--- src/rtl/gpio_conv_sequencer_if.sv ---
// gpio_conv_sequencer_if: GPIO command/status words plus datapath control strobes of the sequencer.
interface gpio_conv_sequencer_if #(
  parameter int GPIO_D      = 32,
  parameter int BITS_IMAGEN = 8,
  parameter int BITS_DATA   = 13,
  parameter int NB_ADDRESS  = 4
);
  logic [GPIO_D-1:0]      i_gpio;
  logic [GPIO_D-1:0]      o_gpio;
  logic                   i_eop;
  logic [BITS_DATA-1:0]   i_data;
  logic [BITS_IMAGEN-1:0] o_data;
  logic                   o_ki;
  logic                   o_load;
  logic                   o_sop;
  logic                   o_valid;
  logic [NB_ADDRESS-1:0]  o_imglen;
  logic                   o_soft_rst;
  modport master (
    input  i_gpio, i_eop, i_data,
    output o_gpio, o_data, o_ki, o_load, o_sop, o_valid, o_imglen, o_soft_rst
  );
  modport slave (
    output i_gpio, i_eop, i_data,
    input  o_gpio, o_data, o_ki, o_load, o_sop, o_valid, o_imglen, o_soft_rst
  );
endinterface

--- src/rtl/gpio_conv_sequencer.sv ---
// gpio_conv_sequencer: decodes toggle-strobed GPIO opcodes into convolution datapath strobes.
// Define CTRL_TIMEOUT_EN to add a 16-bit run watchdog that aborts a stalled run.
module gpio_conv_sequencer #(
  parameter int GPIO_D      = 32,
  parameter int BITS_IMAGEN = 8,
  parameter int BITS_DATA   = 13,
  parameter int NB_ADDRESS  = 4,
  parameter int M_LEN       = 3,
  parameter int READ_LAT    = 2
) (
  input logic i_CLK,
  input logic i_reset,
  gpio_conv_sequencer_if.master bus
);
  localparam int KN = M_LEN * M_LEN;
  localparam int KW = $clog2(KN + 1);
  localparam int RW = (READ_LAT > 1) ? $clog2(READ_LAT) : 1;
  localparam logic [KW-1:0] K_FULL = KW'(KN);
  localparam logic [RW-1:0] RD_LAST = RW'(READ_LAT - 1);
  typedef enum logic [2:0] {S_IDLE, S_EXEC, S_RUN, S_READ, S_ACK} state_t;
  typedef enum logic [2:0] {
    OP_NOP, OP_SOFT_RST, OP_LOAD_KERNEL, OP_LOAD_IMGLEN,
    OP_LOAD_IMAGE, OP_START, OP_READ_NEXT, OP_STATUS
  } op_t;
  state_t                 state;
  op_t                    op;
  logic [BITS_IMAGEN-1:0] payload;
  logic                   strobe_q;
  logic                   ack;
  logic                   err;
  logic                   done;
  logic [KW-1:0]          k_cnt;
  logic [RW-1:0]          rd_cnt;
  logic [BITS_DATA-1:0]   rd_data;
`ifdef CTRL_TIMEOUT_EN
  logic [15:0]            wd;
`endif
  assign bus.o_gpio = {state != S_IDLE, done, ack, err, 3'(state),
                       {(GPIO_D - 7 - BITS_DATA){1'b0}}, rd_data};
  always_ff @(posedge i_CLK or posedge i_reset) begin
    if (i_reset) begin
      state          <= S_IDLE;
      op             <= OP_NOP;
      payload        <= '0;
      strobe_q       <= 1'b0;
      ack            <= 1'b0;
      err            <= 1'b0;
      done           <= 1'b0;
      k_cnt          <= '0;
      rd_cnt         <= '0;
      rd_data        <= '0;
      bus.o_data     <= '0;
      bus.o_ki       <= 1'b1;
      bus.o_load     <= 1'b0;
      bus.o_sop      <= 1'b0;
      bus.o_valid    <= 1'b0;
      bus.o_imglen   <= '1;
      bus.o_soft_rst <= 1'b0;
`ifdef CTRL_TIMEOUT_EN
      wd             <= '0;
`endif
    end else begin
      bus.o_load     <= 1'b0;
      bus.o_sop      <= 1'b0;
      bus.o_valid    <= 1'b0;
      bus.o_soft_rst <= 1'b0;
      // o_ki trails the final kernel word by one cycle; a soft reset below overrides it
      if (k_cnt == K_FULL) bus.o_ki <= 1'b0;
      case (state)
        S_IDLE: if (bus.i_gpio[28] != strobe_q) begin
          op       <= op_t'(bus.i_gpio[31:29]);
          payload  <= bus.i_gpio[BITS_IMAGEN-1:0];
          strobe_q <= bus.i_gpio[28];
          state    <= S_EXEC;
        end
        S_EXEC: begin
          state <= S_ACK;
          case (op)
            OP_SOFT_RST: begin
              bus.o_soft_rst <= 1'b1;
              k_cnt          <= '0;
              err            <= 1'b0;
              done           <= 1'b0;
              bus.o_imglen   <= '1;
              bus.o_ki       <= 1'b1;
            end
            OP_LOAD_KERNEL: if (k_cnt < K_FULL) begin
              bus.o_data <= payload;
              bus.o_load <= 1'b1;
              k_cnt      <= k_cnt + 1'b1;
            end else err <= 1'b1;
            OP_LOAD_IMGLEN: if (payload[NB_ADDRESS-1:0] == '0) err <= 1'b1;
                            else bus.o_imglen <= payload[NB_ADDRESS-1:0];
            OP_LOAD_IMAGE: if (!bus.o_ki) begin
              bus.o_data <= payload;
              bus.o_load <= 1'b1;
            end else err <= 1'b1;
            OP_START: if (k_cnt == K_FULL) begin
              bus.o_sop <= 1'b1;
              done      <= 1'b0;
              state     <= S_RUN;
`ifdef CTRL_TIMEOUT_EN
              wd        <= '0;
`endif
            end else err <= 1'b1;
            OP_READ_NEXT: if (done) begin
              bus.o_valid <= 1'b1;
              rd_cnt      <= '0;
              state       <= S_READ;
            end else err <= 1'b1;
            default: ;
          endcase
        end
        S_RUN: begin
`ifdef CTRL_TIMEOUT_EN
          if (bus.i_eop) begin
            done  <= 1'b1;
            state <= S_ACK;
          end else if (wd == 16'hFFFF) begin
            err            <= 1'b1;
            bus.o_soft_rst <= 1'b1;
            state          <= S_ACK;
          end else wd <= wd + 16'd1;
`else
          if (bus.i_eop) begin
            done  <= 1'b1;
            state <= S_ACK;
          end
`endif
        end
        S_READ: if (rd_cnt == RD_LAST) begin
          rd_data <= bus.i_data;
          state   <= S_ACK;
        end else rd_cnt <= rd_cnt + 1'b1;
        S_ACK: begin
          ack   <= strobe_q;
          state <= S_IDLE;
        end
        default: state <= S_IDLE;
      endcase
    end
  end
endmodule

--- src/flat_wrapper.sv ---
// flat-port wrapper written by rule: the top's interface ports become plain ports
module gpio_conv_sequencer_flat 
#(
  parameter int GPIO_D      = 32,
  parameter int BITS_IMAGEN = 8,
  parameter int BITS_DATA   = 13,
  parameter int NB_ADDRESS  = 4,
  parameter int M_LEN       = 3,
  parameter int READ_LAT    = 2
)
  (i_CLK, i_reset, bus_i_gpio, bus_i_eop, bus_i_data, bus_o_gpio, bus_o_data, bus_o_ki, bus_o_load, bus_o_sop, bus_o_valid, bus_o_imglen, bus_o_soft_rst);
  gpio_conv_sequencer_if #(.GPIO_D(GPIO_D), .BITS_IMAGEN(BITS_IMAGEN), .BITS_DATA(BITS_DATA), .NB_ADDRESS(NB_ADDRESS)) bus_i ();
  input logic i_CLK;
  input logic i_reset;
  input wire logic [$bits(bus_i.i_gpio)-1:0] bus_i_gpio;
  input wire logic [$bits(bus_i.i_eop)-1:0] bus_i_eop;
  input wire logic [$bits(bus_i.i_data)-1:0] bus_i_data;
  output wire logic [$bits(bus_i.o_gpio)-1:0] bus_o_gpio;
  output wire logic [$bits(bus_i.o_data)-1:0] bus_o_data;
  output wire logic [$bits(bus_i.o_ki)-1:0] bus_o_ki;
  output wire logic [$bits(bus_i.o_load)-1:0] bus_o_load;
  output wire logic [$bits(bus_i.o_sop)-1:0] bus_o_sop;
  output wire logic [$bits(bus_i.o_valid)-1:0] bus_o_valid;
  output wire logic [$bits(bus_i.o_imglen)-1:0] bus_o_imglen;
  output wire logic [$bits(bus_i.o_soft_rst)-1:0] bus_o_soft_rst;
  assign bus_i.i_gpio = bus_i_gpio;
  assign bus_i.i_eop = bus_i_eop;
  assign bus_i.i_data = bus_i_data;
  assign bus_o_gpio = bus_i.o_gpio;
  assign bus_o_data = bus_i.o_data;
  assign bus_o_ki = bus_i.o_ki;
  assign bus_o_load = bus_i.o_load;
  assign bus_o_sop = bus_i.o_sop;
  assign bus_o_valid = bus_i.o_valid;
  assign bus_o_imglen = bus_i.o_imglen;
  assign bus_o_soft_rst = bus_i.o_soft_rst;
  gpio_conv_sequencer #(.GPIO_D(GPIO_D), .BITS_IMAGEN(BITS_IMAGEN), .BITS_DATA(BITS_DATA), .NB_ADDRESS(NB_ADDRESS), .M_LEN(M_LEN), .READ_LAT(READ_LAT)) u_core (.i_CLK(i_CLK), .i_reset(i_reset), .bus(bus_i));
endmodule
--- config.mk ---
export PLATFORM = sky130hd
export DESIGN_NAME = gpio_conv_sequencer_flat
export DESIGN_NICKNAME = d
export VERILOG_FILES = /design/src/rtl/gpio_conv_sequencer_if.sv /design/src/rtl/gpio_conv_sequencer.sv /design/src/flat_wrapper.sv
export SDC_FILE = /design/constraint.sdc
export NUM_CORES = 1
export LEC_CHECK = 0
export CAP_MARGIN = 5
export CORE_MARGIN = 8
export CORE_UTILIZATION = 47
export DETAILED_ROUTE_END_ITERATION = 10
export PLACE_DENSITY = 0.86
export REMOVE_ABC_BUFFERS = 1
export SLEW_MARGIN = 20
export SYNTH_ARGS = -nofsm -noshare
export SYNTH_HDL_FRONTEND = slang
export SYNTH_SLANG_ARGS = --single-unit
--- constraint.sdc ---
create_clock -name i_CLK -period 3.8 [get_ports i_CLK]
set_input_delay 1.14 -clock i_CLK [delete_from_list [all_inputs] [get_ports i_CLK]]
set_output_delay 1.14 -clock i_CLK [all_outputs]
set_load 0.05 [all_outputs]
Word level (Yosys, flattened, before mapping)
Cells that the tools add are included.

operators by class
  $lt $le $gt $ge = 1
  muxes and demuxes = 43
  add/subtract/negate cells = 2
  eq/ne operators = 27
  reduce and logical (&&, ||, !) cells = 18

operators by type and width
  operator               count
  $mux W1                24
  $mux W8                2
  $pmux W4 S2            2
  $pmux W8 S2            1
  $mux W3                5
  $ne A2 B1 Y1 const B   7
  $eq A3 B2 Y1 const B   4
  $eq A3 B3 Y1 const B   4
  $ne A2 B2 Y1 const B   6
  $pmux W3 S4            1
  $reduce_and A3 Y1      4
  $reduce_bool A2 Y1     5
  $mux W4                2
  $pmux W1 S2            4
  $reduce_and A4 Y1      2
  $reduce_and A7 Y1      1
  $eq A3 B1 Y1 const B   2
  $pmux W1 S6            1
  $pmux W3 S2            1
  $reduce_bool A6 Y1     1
  $add A4 B1 Y4 const B  1
  $eq A4 B4 Y1 const B   1
  $logic_not A4 Y1       1
  $lt A4 B4 Y1 const B   1
  7 further kinds        8

word-level totals
  register bits after elaboration = 53
  input port bits = 48

Depth between registers and ports, before layout
Gate-level depths: netlist of run 1.

  word-level depth = 4
  mapped depth = 6
  gate-level depth less buffers = 6

Worst setup path before layout of run 1
OpenSTA, ideal clock, no wires.

  kind = reg-to-output
  start = register u_core.state[0]
  end = output port bus_o_gpio[31]
  cell stages (with the launch flop) = 4
  slack = 1.380 ns
  buffers on the path = 1
  arrival = 1.280 ns
  cell sequence = dfrtp_1 > buf_2 > nor3_2 > inv_1

on the way
  cells in the longest elaborated chain, start to end = 1

RTL lines
  element                 line                       RTL
  start, declared         gpio_conv_sequencer.sv:25  state_t state;
  start signal, assigned  gpio_conv_sequencer.sv:42  state <= S_IDLE;
  start signal, assigned  gpio_conv_sequencer.sv:74  state <= S_EXEC;
  start signal, assigned  gpio_conv_sequencer.sv:77  state <= S_ACK;
  $reduce_bool A3 Y1      gpio_conv_sequencer.sv:38  assign bus.o_gpio = {state != S_IDLE, done, ack, err, 3'(state),
  end, declared           flat_wrapper.sv:18         output wire logic [$bits(bus_i.o_gpio)-1:0] bus_o_gpio;

No other way between the ends.

Worst setup path after layout of run 1
Same ends and word-level chain as after synthesis.

==> out/qor.csv, run 1 <==
stage,metric,value,unit
clocking,clk sinks,53,
grt,vias in the first global route,1712,
critical_path,crit-path cells,nor3_2 > inv_1 > clkdlybuf4s50_1,
critical_path,slowest CP cell,clkdlybuf4s50_1,
synthesis,Post-synth top cells,"48 x dfrtp_1, 26 x mux2_2, 16 x buf_4",
sta,Final Setup Violations,0,
synthesis,mean area per synthesized cell,12.46,sq um
sta,worst slew pin tran,0.9102,ns
finish,fillers,432,
sta,clock skew,0.01229,ns
routing,vias per inst,5.150,
sta,Final Hold Fails,0,
pwr,Peak VDD IR,583.1,uV
clocking,post-CTS sizing,0,
sta,setup TNS,0,ns
synthesis,Synth Register Bits,53,
synthesis,sequential share of the synthesized area,0.5270,
critical_path,CP required,2.66,ns
finish,final net count,313,
routing,post-route ant nets,0,
floorplanning,CORE AREA,5140,sq um
grt,gr ovfl total,0,
clocking,root buffer cell,clkbuf_8,
synthesis,Netlist cell types,45,
sta,RSZ-0062 raised after global routing,false,
routing,DR WL/cell,16.24,um
grt,first-pass GRT wire length,8659,um
critical_path,worst r2r path cells,5,
run,total of max-cap violations,0,
critical_path,"Max FO, Critical Path",13,
critical_path,Critical Path Start Type,register,
placed_design,dpl hpwl,4079,um
sta,fmax,324.2,MHz
routing,DR pass1 iterations,4,
clocking,CTS H-tree lvls,2,
clocking,Post-CTS Setup Bufs,0,
finish,Sequential Area,1333,sq um
routing,vias,1715,
finish,P&R area growth vs syn,28.25,%
sta,final worst-path cycle share,0.8118,
clocking,maximum buffer depth of the clock tree,2,
routing,Initial DRC Count,139,
run_status,status,completed,
clocking,CTS Hold Bufs,0,
placed_design,DP Cell Count,325,
finish,Diodes inserted,0,
critical_path,critical path type,register to primary output,
finish,Final Non-Filler Cells,333,
synthesis,top post-synthesis cells by area,"dfrtp_1 48%, mux2_2 12%, dfstp_2 5.2%",
critical_path,Critical Path AT,1.94,ns
synthesis,most frequent cell after synthesis,dfrtp_1,
grt,total track usage,0.1420,
critical_path,reg2reg setup slack,1.59,ns
sta,"Slew Viols, Final",0,
finish,Multi-input gate area,1032,sq um
synthesis,Synth Cell Area,2529,sq um
floorplanning,Die Area,7983,sq um
synthesis,Cells after Synth,203,
synthesis,Yosys top cell area share,0.4750,
synthesis,dominant cell type by area after synthesis,dfrtp_1,
finish,share of cells above drive strength 1,0.2129,
floorplanning,site row count,26,
critical_path,critical path endpoint category,primary output,
critical_path,crit-path max cell delay,0.72,ns
placed_design,GP Congestion,0.8078,
clocking,number of clock buffers inserted by TritonCTS,5,
clocking,clock transition at the registers of the reported paths,0.10,ns
synthesis,Post-synth EDFFs,0,
synthesis,Ys Warns,0,
grt,initial antenna violation count,0,
placed_design,port buffer count,64,
routing,DRC viols,0,
sta,Tmin final,3.085,ns
floorplanning,initial core utilization,0.4920,
synthesis,Synth Flop Type,dfrtp_1,
synthesis,ys async rst share,1.000,
grt,largest net degree at the start of global routing,30,
sta,Slew headroom,0.3916,
clocking,CTS tree,yes,
floorplanning,Die X,89.35,um
pwr,P per Cell Area,868.2,nW/um^2
worst_hold_path,Hold Path Stages,2,
floorplanning,Die H,89.35,um
clocking,Clock Latency Late Sink,0.30,ns
floorplanning,# IOs,97,
routing,final WL,5407,um
worst_hold_path,Tightest Hold Check Type,register to register,
pwr,Leak,1.396,nW
-- layer usage --
layer,GRT usage,vias up,routed length (um)
met3,0.05974,6,505
met2,0.2377,62,2651
met4,0.03172,0,40
met1,0.1649,838,2210
li1,-,809,-
met5,0,-,0
-- worst max-delay path: cells and delay by family (launching register included) --
| family | cells | cell delay, ns |
|---|---|---|
| simple gates | 1 | 0.33 |
| buf+inv | 2 | 0.80 |
| flops | 1 | 0.52 |
-- sequential cells by signal, summed over array words and instances (netlist names), 3 cells and up --
name	flops
u_core.bus.o_imglen	4
u_core.state	3
u_core.op	3
u_core.rd_data	13
u_core.payload	8
u_core.k_cnt	4
u_core.bus.o_data	8
-- through the flow --
| stage | worst slack [ns] | power [mW] | cell area, sq um | util | hold WS (ns) |
|---|---|---|---|---|---|
| global route | 0.6174 | 2.971 | 3243 | 0.6310 | 0.5059 |
| finish | 0.7153 | 2.816 | 3243 | 0.6310 | 0.4685 |
| detailed placement | 1.084 | 2.510 | 3149 | 0.6127 | 0.4567 |
| floorplan | 1.382 | 2.048 | 2406 | - | 0.4762 |
| global placement | 1.095 | 2.468 | 3149 | 0.6127 | 0.4580 |
| CTS | 0.7083 | 2.840 | 3243 | 0.6310 | 0.4714 |
-- placed cells by master (no fill, tap or decap), types with 2 or more instances in the layout --
cell type        count
clkdlybuf4s50_1     64
dfrtp_1             48
mux2_2              26
a21oi_1             12
conb_1              12
nand2_1              9
inv_1                9
mux2_4               8
clkbuf_8             6
o21ai_0              5
dfstp_2              5
nand2b_1             4
nor2_1               4
nand3b_1             3
o211ai_1             3
nor3_1               3
mux2i_1              3
o22ai_1              3
ha_1                 3
nor2b_1              2
nand3_1              2
inv_2                2
a211oi_1             2
buf_4                2
-- power breakdown --
part | switching (mW) | total (mW) | leakage (nW) | internal, mW
Sequential | 0.241 | 1.04 | 0.637 | 0.801
Clock | 0.178 | 0.326 | 0.0445 | 0.148
Combinational | 0.854 | 1.45 | 0.714 | 0.593
-- logic make-up (layout without fill, tap and decap cells) --
logic type / Yosys count / in the layout / synth area share
DFF: 53 / 53 / 0.5270
muxes: 37 / 37 / 0.1752
AOI/OAI and AO/OA: 36 / 36 / 0.1044
and+or+nand+nor: 36 / 36 / 0.09252
buffers and inverters: 36 / 85 / 0.08115
adders and majority gates: 3 / 3 / 0.01485
other: 1 / 12 / 0.001483
xor gates and xnor gates: 1 / 1 / 0.003464
-- layout make-up --
cell class / count / share of cell area
inverters: 11 / 0.01273
multi-input cells: 125 / 0.3183
clock buffers: 7 / 0.02662
repair buffers: 66 / 0.2022
well taps: 70 / 0.02701
clock inverters: 1 / 0.002315
flip-flops and latches: 53 / 0.4109
-- final timing paths --
path	start	to
max	u_core.state[0]	bus_o_gpio[31]
min	u_core.bus.o_imglen[2]	u_core.bus.o_imglen[2]
max reg2reg	u_core.state[0]	u_core.err
min reg2reg	u_core.bus.o_imglen[2]	u_core.bus.o_imglen[2]
max in group asynchronous	i_reset	u_core.bus.o_imglen[0]
min in group asynchronous	i_reset	u_core.bus.o_data[0]
(Power assumes the default switching activity.)
==> run 2: changes to the inputs <==
--- a/config.mk
+++ b/config.mk
@@ -7,9 +7,9 @@
 export LEC_CHECK = 0
 export CAP_MARGIN = 5
 export CORE_MARGIN = 8
-export CORE_UTILIZATION = 47
+export CORE_UTILIZATION = 44
 export DETAILED_ROUTE_END_ITERATION = 10
-export PLACE_DENSITY = 0.86
+export PLACE_DENSITY = 0.81
 export REMOVE_ABC_BUFFERS = 1
 export SLEW_MARGIN = 20
 export SYNTH_ARGS = -nofsm -noshare
==> constraint.sdc (replaced) <==
create_clock -name i_CLK -period 2.95 [get_ports i_CLK]
set_input_delay 0.885 -clock i_CLK [delete_from_list [all_inputs] [get_ports i_CLK]]
set_output_delay 0.885 -clock i_CLK [all_outputs]
set_load 0.05 [all_outputs]
==> out/qor.csv, run 2 (same netlist as run 1, synthesis figures left out) <==
stage,metric,value,unit,change
run_status,status,completed,,
clocking,Clock Latency Late Sink,0.30,ns,about the same
grt,initial antenna violation count,0,,unchanged
critical_path,"Max FO, Critical Path",13,,unchanged
pwr,P per Cell Area,1128,nW/um^2,+30%
sta,fmax,361.6,MHz,
floorplanning,initial core utilization,0.4564,,-0.03555
floorplanning,Die H,91.81,um,+2.8%
grt,gr ovfl total,0,,unchanged
clocking,CTS tree,yes,,
sta,worst slew pin tran,0.6880,ns,-0.2222 ns
routing,DR WL/cell,15.46,um,-4.8%
critical_path,slowest CP cell,clkdlybuf4s50_1,,
critical_path,CP required,2.07,ns,-0.59 ns
finish,Largest Register,u_core.rd_data,,
critical_path,reg2reg end,u_core.bus.o_data[7],,
routing,DR pass1 iterations,4,,unchanged
floorplanning,CORE AREA,5540,sq um,+7.8%
finish,Diodes inserted,0,,unchanged
finish,Largest register FFs,13,,unchanged
placed_design,DP Cell Count,328,,+0.92%
routing,vias per inst,5.063,,-1.7%
routing,vias,1701,,-0.82%
critical_path,largest delay contributor family on the critical path,buffers and inverters,,
critical_path,reg2reg setup slack,1.01,ns,-0.58 ns
worst_hold_path,Hold Startpoint,u_core.bus.o_imglen[2],,
sta,Final Hold Fails,0,,unchanged
critical_path,WP buf/inv,2,,unchanged
placed_design,GP Congestion,0.8278,,+2.5%
grt,first-pass GRT wire length,8790,um,+1.5%
clocking,post-CTS sizing,0,,unchanged
sta,clock skew,0.007586,ns,-0.004707 ns
clocking,number of clock buffers inserted by TritonCTS,5,,unchanged
worst_hold_path,Hold EP,u_core.bus.o_imglen[2],,
pwr,Peak VDD IR,640.9,uV,+9.9%
finish,fillers,465,,+7.6%
grt,largest net degree at the start of global routing,26,,-13%
clocking,Post-CTS Setup Bufs,0,,unchanged
worst_hold_path,Hold Path Stages,2,,unchanged
routing,Initial DRC Count,113,,-19%
routing,DRC viols,0,,unchanged
critical_path,worst r2r path cells,6,,+1
clocking,root buffer cell,clkbuf_8,,
critical_path,Critical Path AT,1.88,ns,-0.06 ns
clocking,clk sinks,53,,unchanged
finish,Multi-input gate area,1032,sq um,unchanged
grt,total track usage,0.1277,,-0.01438
finish,share of cells above drive strength 1,0.2159,,+0.002981
finish,post-layout util,0.5926,,-0.03837
critical_path,CP Launch Point,u_core.state[0],,
sta,Slew headroom,0.5401,,+0.1484
finish,largest registers,"u_core.rd_data (13), u_core.bus.o_data (8), u_core.payload (8)",,
critical_path,crit-path max cell delay,0.71,ns,about the same
worst_hold_path,Tightest Hold Check Type,register to register,,
placed_design,dpl hpwl,3917,um,-4.0%
clocking,CTS H-tree lvls,2,,unchanged
critical_path,crit-path cells,nor3_2 > inv_1 > clkdlybuf4s50_1,,
critical_path,critical path endpoint category,primary output,,
floorplanning,Die X,91.81,um,+2.8%
sta,Final Setup Violations,0,,unchanged
clocking,clock transition at the registers of the reported paths,0.09,ns,about the same
finish,final net count,314,,+0.32%
critical_path,Worst path depth,3,,unchanged
sta,setup TNS,0,ns,unchanged
grt,vias in the first global route,1787,,+4.4%
finish,Sequential Area,1333,sq um,unchanged
routing,final WL,5195,um,-3.9%
sta,RSZ-0062 raised after global routing,false,,
sta,"Slew Viols, Final",0,,unchanged
sta,Tmin final,2.765,ns,
finish,"most common cell after layout, fill and taps aside",clkdlybuf4s50_1,,
placed_design,port buffer count,64,,unchanged
floorplanning,site row count,27,,+3.8%
clocking,maximum buffer depth of the clock tree,2,,unchanged
finish,fin area,3283,sq um,+1.2%
pwr,Leak,1.416,nW,+1.5%
critical_path,critical path type,register to primary output,,
sta,final worst-path cycle share,0.9374,,
run,total of max-cap violations,0,,unchanged
floorplanning,Die Area,8429,sq um,+5.6%
critical_path,reg2reg start,u_core.k_cnt[0],,
clocking,CTS Hold Bufs,0,,unchanged
finish,"commonest non-fill, non-tap cells in the layout","64 x clkdlybuf4s50_1, 48 x dfrtp_1, 26 x mux2_2",,
critical_path,Critical Path Start Type,register,,
finish,Final Non-Filler Cells,336,,+0.90%
placed_design,Placed Area,3172,sq um,+0.72%
floorplanning,# IOs,97,,unchanged
finish,P&R area growth vs syn,29.84,%,
routing,post-route ant nets,0,,unchanged
## run 2: worst max path at each step
stage	endpoint	slack [ns]
finish	bus_o_gpio[31]	0.18
global route	bus_o_gpio[31]	0.07
CTS	bus_o_gpio[31]	0.16
detailed placement	u_core.payload[7]	0.49
global placement	u_core.payload[7]	0.50
floorplan	u_core.ack	0.79
## run 2: worst register-to-register path, stage by stage (launching register included)
cell       delay (ns)
dfrtp_1          0.46
inv_1            0.09
ha_1             0.20
nand2b_4         0.09
a2111oi_4        0.44
o21bai_4         0.22
mux2_4           0.35
## run 2: routing by layer
layer | vias up | GRT usage | routed length (um)
met5 | - | 0 | 0
met4 | 0 | 0.04161 | 70
met3 | 7 | 0.05949 | 502
met2 | 51 | 0.1921 | 2330
met1 | 834 | 0.1587 | 2293
li1 | 809 | - | -
## run 2: through the flow
step	hold WS [ns]	setup WS (ns)	power, mW
2_1_floorplan	0.4762	0.7870	2.639
3_3_place_gp	0.4564	0.5019	3.198
3_5_place_dp	0.4732	0.4926	3.241
4_1_cts	0.4879	0.1632	3.738
5_1_grt	0.4992	0.06867	3.914
6_report	0.4874	0.1848	3.703
## run 2: where the power goes
group          leakage (nW)  total [mW]  internal [mW]  switching (mW)
registers             0.637        1.34           1.03           0.306
clock network        0.0554       0.489          0.255           0.234
logic                 0.724        1.88          0.771            1.10
total                  1.42        3.70           2.06            1.64
## run 2: layout make-up
cell class / instances / area share
Clock buffer: 6 / 0.02210
Clock inverter: 2 / 0.01181
Inverter: 11 / 0.01258
Multi-Input combinational cell: 125 / 0.3144
Sequential cell: 53 / 0.4059
Tap cell: 72 / 0.02744
Timing Repair Buffer: 67 / 0.2058
